==> src/rtl/rs232out_fifo.sv <==
// rs232out_fifo: buffered UART transmitter. Words enter a FIFO through a
// valid/ready handshake and are serialised on tx as start, data (LSB first),
// optional parity and one or two stop bits. Frame format and baud divisor are
// captured when a word leaves the FIFO, so changes only affect later frames.
// Parity generation exists only when RS232OUT_FIFO_PARITY_EN is defined;
// otherwise parity_en and parity_odd are ignored.
module rs232out_fifo #(
    parameter int DATA_BITS       = 8,
    parameter int FIFO_DEPTH_LOG2 = 4,
    parameter int DIV_WIDTH       = 16
) (
    input  logic                     clock,
    input  logic                     reset,
    input  logic [DIV_WIDTH-1:0]     divisor,
    input  logic                     stop2,
    input  logic                     parity_en,
    input  logic                     parity_odd,
    input  logic                     tx_data_valid,
    output logic                     tx_data_ready,
    input  logic [DATA_BITS-1:0]     tx_data,
    output logic                     tx,
    output logic                     busy,
    output logic [FIFO_DEPTH_LOG2:0] fifo_level
);
    localparam int DEPTH   = 1 << FIFO_DEPTH_LOG2;
    // start + up to 9 data + parity + 2 stop bits
    localparam int FRAME_W = DATA_BITS + 4;
    // longest frame is 13 bits, so 4 bits of bit counter suffice
    localparam int BIT_W   = 4;

    localparam logic [FIFO_DEPTH_LOG2:0]   LEVEL_FULL = (FIFO_DEPTH_LOG2 + 1)'(DEPTH);
    localparam logic [FIFO_DEPTH_LOG2:0]   LEVEL_ONE  = (FIFO_DEPTH_LOG2 + 1)'(1);
    localparam logic [FIFO_DEPTH_LOG2-1:0] PTR_ONE    = FIFO_DEPTH_LOG2'(1);
    localparam logic [BIT_W-1:0]           BITS_ONE   = BIT_W'(1);
    localparam logic [BIT_W-1:0]           BASE_BITS  = BIT_W'(DATA_BITS + 2);
    localparam logic [DIV_WIDTH-1:0]       DIV_ONE    = DIV_WIDTH'(1);
    localparam logic [DIV_WIDTH-1:0]       DIV_MIN    = DIV_WIDTH'(2);

    // state    | meaning
    // ST_IDLE  | line high, waiting for the FIFO to hold a word
    // ST_SHIFT | a frame is on the line; shift_q[0] is the current bit
    typedef enum logic {
        ST_IDLE  = 1'b0,
        ST_SHIFT = 1'b1
    } state_t;

    state_t                     state_q, state_d;
    logic [FRAME_W-1:0]         shift_q, shift_d;
    logic [BIT_W-1:0]           bits_q, bits_d;
    logic [DIV_WIDTH-1:0]       baud_q, baud_d;
    logic [DIV_WIDTH-1:0]       div_q, div_d;

    logic [DATA_BITS-1:0]       mem_q [DEPTH];
    logic [FIFO_DEPTH_LOG2-1:0] wr_ptr_q, wr_ptr_d;
    logic [FIFO_DEPTH_LOG2-1:0] rd_ptr_q, rd_ptr_d;
    logic [FIFO_DEPTH_LOG2:0]   level_q, level_d;

    logic                       push;
    logic                       pop;
    logic                       fifo_empty;
    logic [DATA_BITS-1:0]       head_data;

    logic                       par_on;
    logic                       par_bit;
    logic [FRAME_W-1:0]         frame_new;
    logic [BIT_W-1:0]           len_new;
    logic [DIV_WIDTH-1:0]       div_new;

`ifndef RS232OUT_FIFO_PARITY_EN
    // parity inputs are kept on the port list but have no function here
    logic unused_parity;
    assign unused_parity = parity_en ^ parity_odd;
`endif

    assign fifo_empty    = (level_q == '0);
    assign tx_data_ready = (level_q != LEVEL_FULL);
    assign push          = tx_data_valid & tx_data_ready;
    assign head_data     = mem_q[rd_ptr_q];

    // FIFO pointer and level next-state; a simultaneous push and pop leaves the level alone
    always_comb begin
        wr_ptr_d = wr_ptr_q;
        rd_ptr_d = rd_ptr_q;
        level_d  = level_q;
        if (push) begin
            wr_ptr_d = wr_ptr_q + PTR_ONE;
        end
        if (pop) begin
            rd_ptr_d = rd_ptr_q + PTR_ONE;
        end
        if (push && !pop) begin
            level_d = level_q + LEVEL_ONE;
        end else if (pop && !push) begin
            level_d = level_q - LEVEL_ONE;
        end
    end

    // FIFO pointer and level registers
    always_ff @(posedge clock or posedge reset) begin
        if (reset) begin
            wr_ptr_q <= '0;
            rd_ptr_q <= '0;
            level_q  <= '0;
        end else begin
            wr_ptr_q <= wr_ptr_d;
            rd_ptr_q <= rd_ptr_d;
            level_q  <= level_d;
        end
    end

    // FIFO storage; contents need no reset because the level gates every read
    always_ff @(posedge clock) begin
        if (push) begin
            mem_q[wr_ptr_q] <= tx_data;
        end
    end

    // Assemble the frame, its bit count and clamped divisor for the word at the FIFO head
    always_comb begin
        par_on  = 1'b0;
        par_bit = 1'b0;
`ifdef RS232OUT_FIFO_PARITY_EN
        par_on  = parity_en;
        par_bit = (^head_data) ^ parity_odd;
`endif
        // unused upper positions stay 1 so they read as stop bits
        frame_new              = '1;
        frame_new[0]           = 1'b0;
        frame_new[DATA_BITS:1] = head_data;
        if (par_on) begin
            frame_new[DATA_BITS+1] = par_bit;
        end
        len_new = BASE_BITS + {{(BIT_W-1){1'b0}}, par_on} + {{(BIT_W-1){1'b0}}, stop2};
        div_new = (divisor < DIV_MIN) ? DIV_MIN : divisor;
    end

    // Shifter next-state: baud down-counter per bit, bit down-counter per frame
    always_comb begin
        state_d = state_q;
        shift_d = shift_q;
        bits_d  = bits_q;
        baud_d  = baud_q;
        div_d   = div_q;
        pop     = 1'b0;
        case (state_q)
            ST_IDLE: begin
                if (!fifo_empty) begin
                    pop = 1'b1;
                end
            end
            ST_SHIFT: begin
                if (baud_q != '0) begin
                    baud_d = baud_q - DIV_ONE;
                end else if (bits_q != BITS_ONE) begin
                    shift_d = {1'b1, shift_q[FRAME_W-1:1]};
                    bits_d  = bits_q - BITS_ONE;
                    baud_d  = div_q - DIV_ONE;
                end else if (!fifo_empty) begin
                    // chain straight into the next start bit, no idle gap
                    pop = 1'b1;
                end else begin
                    state_d = ST_IDLE;
                end
            end
            default: begin
                state_d = ST_IDLE;
            end
        endcase
        if (pop) begin
            state_d = ST_SHIFT;
            shift_d = frame_new;
            bits_d  = len_new;
            baud_d  = div_new - DIV_ONE;
            div_d   = div_new;
        end
    end

    // Shifter registers; reset drops the frame and returns the line high at once
    always_ff @(posedge clock or posedge reset) begin
        if (reset) begin
            state_q <= ST_IDLE;
            shift_q <= '1;
            bits_q  <= '0;
            baud_q  <= '0;
            div_q   <= DIV_MIN;
        end else begin
            state_q <= state_d;
            shift_q <= shift_d;
            bits_q  <= bits_d;
            baud_q  <= baud_d;
            div_q   <= div_d;
        end
    end

    assign tx         = (state_q == ST_SHIFT) ? shift_q[0] : 1'b1;
    assign busy       = (state_q == ST_SHIFT) | ~fifo_empty;
    assign fifo_level = level_q;

endmodule

==> config.mk <==
export PLATFORM = sky130hd
export DESIGN_NAME = rs232out_fifo
export DESIGN_NICKNAME = d
export VERILOG_FILES = /design/src/rtl/rs232out_fifo.sv
export SDC_FILE = /design/constraint.sdc
export NUM_CORES = 1
export LEC_CHECK = 0
export BUFFER_PORTS_ARGS = -buffer_cell sky130_fd_sc_hd__buf_2
export CORE_ASPECT_RATIO = 1.5
export CORE_UTILIZATION = 42
export CTS_CLUSTER_DIAMETER = 120
export CTS_CLUSTER_SIZE = 28
export DETAILED_ROUTE_END_ITERATION = 8
export SLEW_MARGIN = 15
export SYNTH_ARGS = -nofsm -noshare
export SYNTH_HDL_FRONTEND = slang
export SYNTH_SLANG_ARGS = --single-unit
==> constraint.sdc <==
create_clock -name clock -period 3.2 [get_ports clock]
set_input_delay 0.32 -clock clock [delete_from_list [all_inputs] [get_ports clock]]
set_output_delay 0.32 -clock clock [all_outputs]
set_load 0.02 [all_outputs]
==> key figures <==
Clock tree
  • Hold-fix buffers, CTS: 0
  • Clock transition at path regs: roughly 0.080 ns
  • CTS tree: done
  • Deepest clock path buffer count: 2
  • Clock sink count: roughly 190
  • Total CTS buffers: 17
  • Clock Latency Late Sink: 0.42 ns
  • CTS root buf: clkbuf_16
  • CTS H-Tree Depth: 4

Route
  • Detail Route Antenna Nets: 0
  • WL per Instance: 18.8 µm
  • WL final: between 15 and 20 mm
  • First-pass iteration count of the detailed router: 4
  • DRT iter0 DRCs: 333
  • Number of remaining DRC errors: 0
  • DR vias/cell: about 5.6
  • Total number of vias: roughly 5,200

Placed design
  • GPL Wtd Cong: around 0.86
  • Port Buffers: 35
  • Post-DP HPWL: ~12 mm

Synthesis
  • Sequential share of the synthesized area: 0.632
  • Asr flop ratio synth: 0.316
  • Syn_area_per_cell: around 14 µm²
  • Main synth FF type: edfxtp_1
  • EDFF count, synth: 128
  • Post-Syn Instances: roughly 600
  • Syn_nets: 645
  • Mapped Area: between 8000 and 9000 µm²
  • Cell variety after synth: 60
  • Yosys warning count: 0
  • Synth Register Bits: 187

Timing
  • Final-report hold violation count: 0
  • Minimum hold slack: around 0.042 ns
  • Unrepaired setup endpoints after global routing: false
  • Fmax: between 300 and 400 MHz
  • Worst-margin pin slew: roughly 0.8 ns
  • Setup-failing EPs final: 0
  • Crit path time final: 2.97 ns
  • Slew headroom: 0.462
  • Final Cycle Share: 0.929
  • Worst Skew: approximately 0.014 ns
  • Max-slew violation count: 0

Job
  • MaxCap Viol Count: 0

Finish
  • Final-stage net count: about 700
  • Area occupied by multi-input gates: roughly 2900 µm²
  • N_diodes: 0
  • Reg area: 5340 µm²
  • Fill count: roughly 1,700
  • Commonest non-fill, non-tap cells in the layout: edfxtp_1 (128), nand2_1 (87), dfrtp_1 (45)
  • Most common cell after layout, fill and taps aside: edfxtp_1
  • Fraction of final layout cells sized beyond drive strength 1: 0.272
  • Layout area overhead: 15.0%

Global routing
  • Global-route wire length before repair: slightly below 30 mm
  • Total global-route track usage: 0.182
  • Grt ovf: 0
  • Vias in the first global route: ~5,600
  • Initial antenna violation count: 0
  • Largest net degree at the start of global routing: 40

Critical path
  • Worst EP required: 3.51 ns
  • Crit path DAT: 3.28 ns
  • Slowest stage delay, CP: about 0.47 ns
  • Crit-path slowest cell: dfrtp_2
  • Crit end category: register
  • Startpoint Class: register
  • CP Class: register to register
  • Crit Path Max Fanout: 22
  • Crit path max-delay family: compound AO/OA/AOI/OAI gates
  • Crit-path cells: nor4_4 > a21oi_1 > a21o_2 > inv_6 > buf_4 > mux2i_4 > nand4_1 > mux2i_1 > a211o_1
  • Number of buffers and inverters on the critical path: 2

Power
  • Leak pwr: ~0.0036 µW
  • Int Pwr: 4580 µW
  • Post-layout power: 6430 µW
  • PwrDens: about 660 nW/µm²
  • Combinational cell fraction of total power: 0.170
  • Net Sw Power: around 1900 µW
  • Sequential Power Share: 0.491
  • Peak supply drop: between 0.0004 and 0.0005 V
  • Sw Share: 0.288
  • Clock power share: 0.339

Floorplan
  • Core box area: slightly below 20,000 µm²
  • Die extent in x: around 120 µm
  • Overall die height: approximately 180 µm
  • I/O pins: 38
  • # rows: 63
  • Initial core utilization: 0.429
  • Die area: between 20,000 and 25,000 µm²

Worst hold path
  • Tightest Hold Check Type: input pin to asynchronous set/reset pin

Outcome
  • Status: complete, no violations
[synth_stat cells, types with 7 or more instances]
cell      instances  area [µm²]
nor4_1            7        43.8
a21oi_1          22         110
buf_1             7        26.3
buf_2             7        35.0
inv_1            10        37.5
xor2_1            9        78.8
edfxtp_1        128        3840
dfstp_2          10         263
xnor2_1          12         105
o21ai_0          15        75.1
nand3_1           9        45.0
clkbuf_1         17        63.8
a31oi_1           9        56.3
mux2i_1           7        70.1
mux4_2           40         901
ha_1             12         150
nor2_1           44         165
dfrtp_1          49        1230
or3_1             7        43.8
nand4_1           9        56.3
nor3_1           16        80.1
nand2_1          87         327
[timing repair]
| item | in CTS | in global routing |
|---|---|---|
| buffers inserted | 0 | 0 |
| endpoints found under the setup margin | 0 | 7 |
| resized for setup | 0 | 3 |
[through the flow]
stage / cells / TNS (ns) / util / area, µm² / setup slack (ns)
3_5_place_dp: 897 / 0 / 0.460 / 9070 / 0.113
5_1_grt: 929 / 0 / 0.493 / 9710 / 0.00119
3_3_place_gp: 897 / 0 / 0.460 / 9070 / 0.140
4_1_cts: 929 / 0 / 0.492 / 9690 / 0.0901
2_1_floorplan: 602 / -0.0265 / - / 8470 / -0.0265
6_report: 929 / 0 / 0.493 / 9710 / 0.227
[power groups by stage]
stage	Clock, µW	Combinational (µW)	Sequential, µW
6_report	2180	1090	3160
5_1_grt	2310	1220	3200
4_1_cts	2230	1110	3150
2_1_floorplan	0	754	3150
3_5_place_dp	0	1100	3190
3_3_place_gp	0	1060	3170
[final cells by class]
| class | count | share of cell area |
|---|---|---|
| sequential | 187 | 0.550 |
| clock inverter | 15 | 0.0201 |
| clock buffer | 17 | 0.0438 |
| multi-input combinational | 370 | 0.303 |
| inverter | 12 | 0.00515 |
| timing repair buffer | 68 | 0.0448 |
| tap | 260 | 0.0335 |
[final timing paths]
kind | start | end | slack (ns) | depth (start not counted)
max in group asynchronous | reset | baud_q[14]$_DFFE_PP0P_ | 2.33 | 3
worst max-delay path | fifo_level[1]$_DFFE_PP0P_ | baud_q[15]$_DFFE_PP0P_ | 0.23 | 9
min in group clock | divisor[12] | div_q[12]$_DFFE_PP0P_ | 0.12 | 3
worst min register to register | div_q[14]$_DFFE_PP0P_ | div_q[14]$_DFFE_PP0P_ | 0.49 | 2
worst max register to register | fifo_level[1]$_DFFE_PP0P_ | baud_q[15]$_DFFE_PP0P_ | 0.23 | 9
worst min-delay path | reset | fifo_level[1]$_DFFE_PP0P_ | 0.04 | 2
[metal layers]
metal,part of all wire,vias to the layer above,GRT usage
li1,-,2385,-
met1,0.38,2628,0.201
met2,0.57,130,0.347
met3,0.033,29,0.0295
met4,0.020,0,0.0657
met5,0,-,0
[worst reg2reg max path, cell delays in order, from the launching register on]
cell and delay (ns):
dfrtp_2 0.47, nor4_4 0.37, a21oi_1 0.12, a21o_2 0.27
inv_6 0.20, buf_4 0.31, mux2i_4 0.42, nand4_1 0.26
mux2i_1 0.18, a211o_1 0.27
[state kept, by name, indices dropped and copies added (netlist names)]
name / flops
mem_q: 128
baud_q: 16
div_q: 16
shift_q: 9
fifo_level: 5
bits_q: 4
rd_ptr_q: 4
wr_ptr_q: 4
state_q: 1
[cell families after synthesis]
logic type	Yosys count	share of synthesized area
AOI/OAI and AO/OA	86	0.0698
xor gates and xnor gates	21	0.0218
adders and majority gates	13	0.0202
buffers and inverters	45	0.0234
DFF	187	0.632
muxes	55	0.127
and+or+nand+nor	195	0.106
Note: power is estimated with default switching activity, not from simulation.
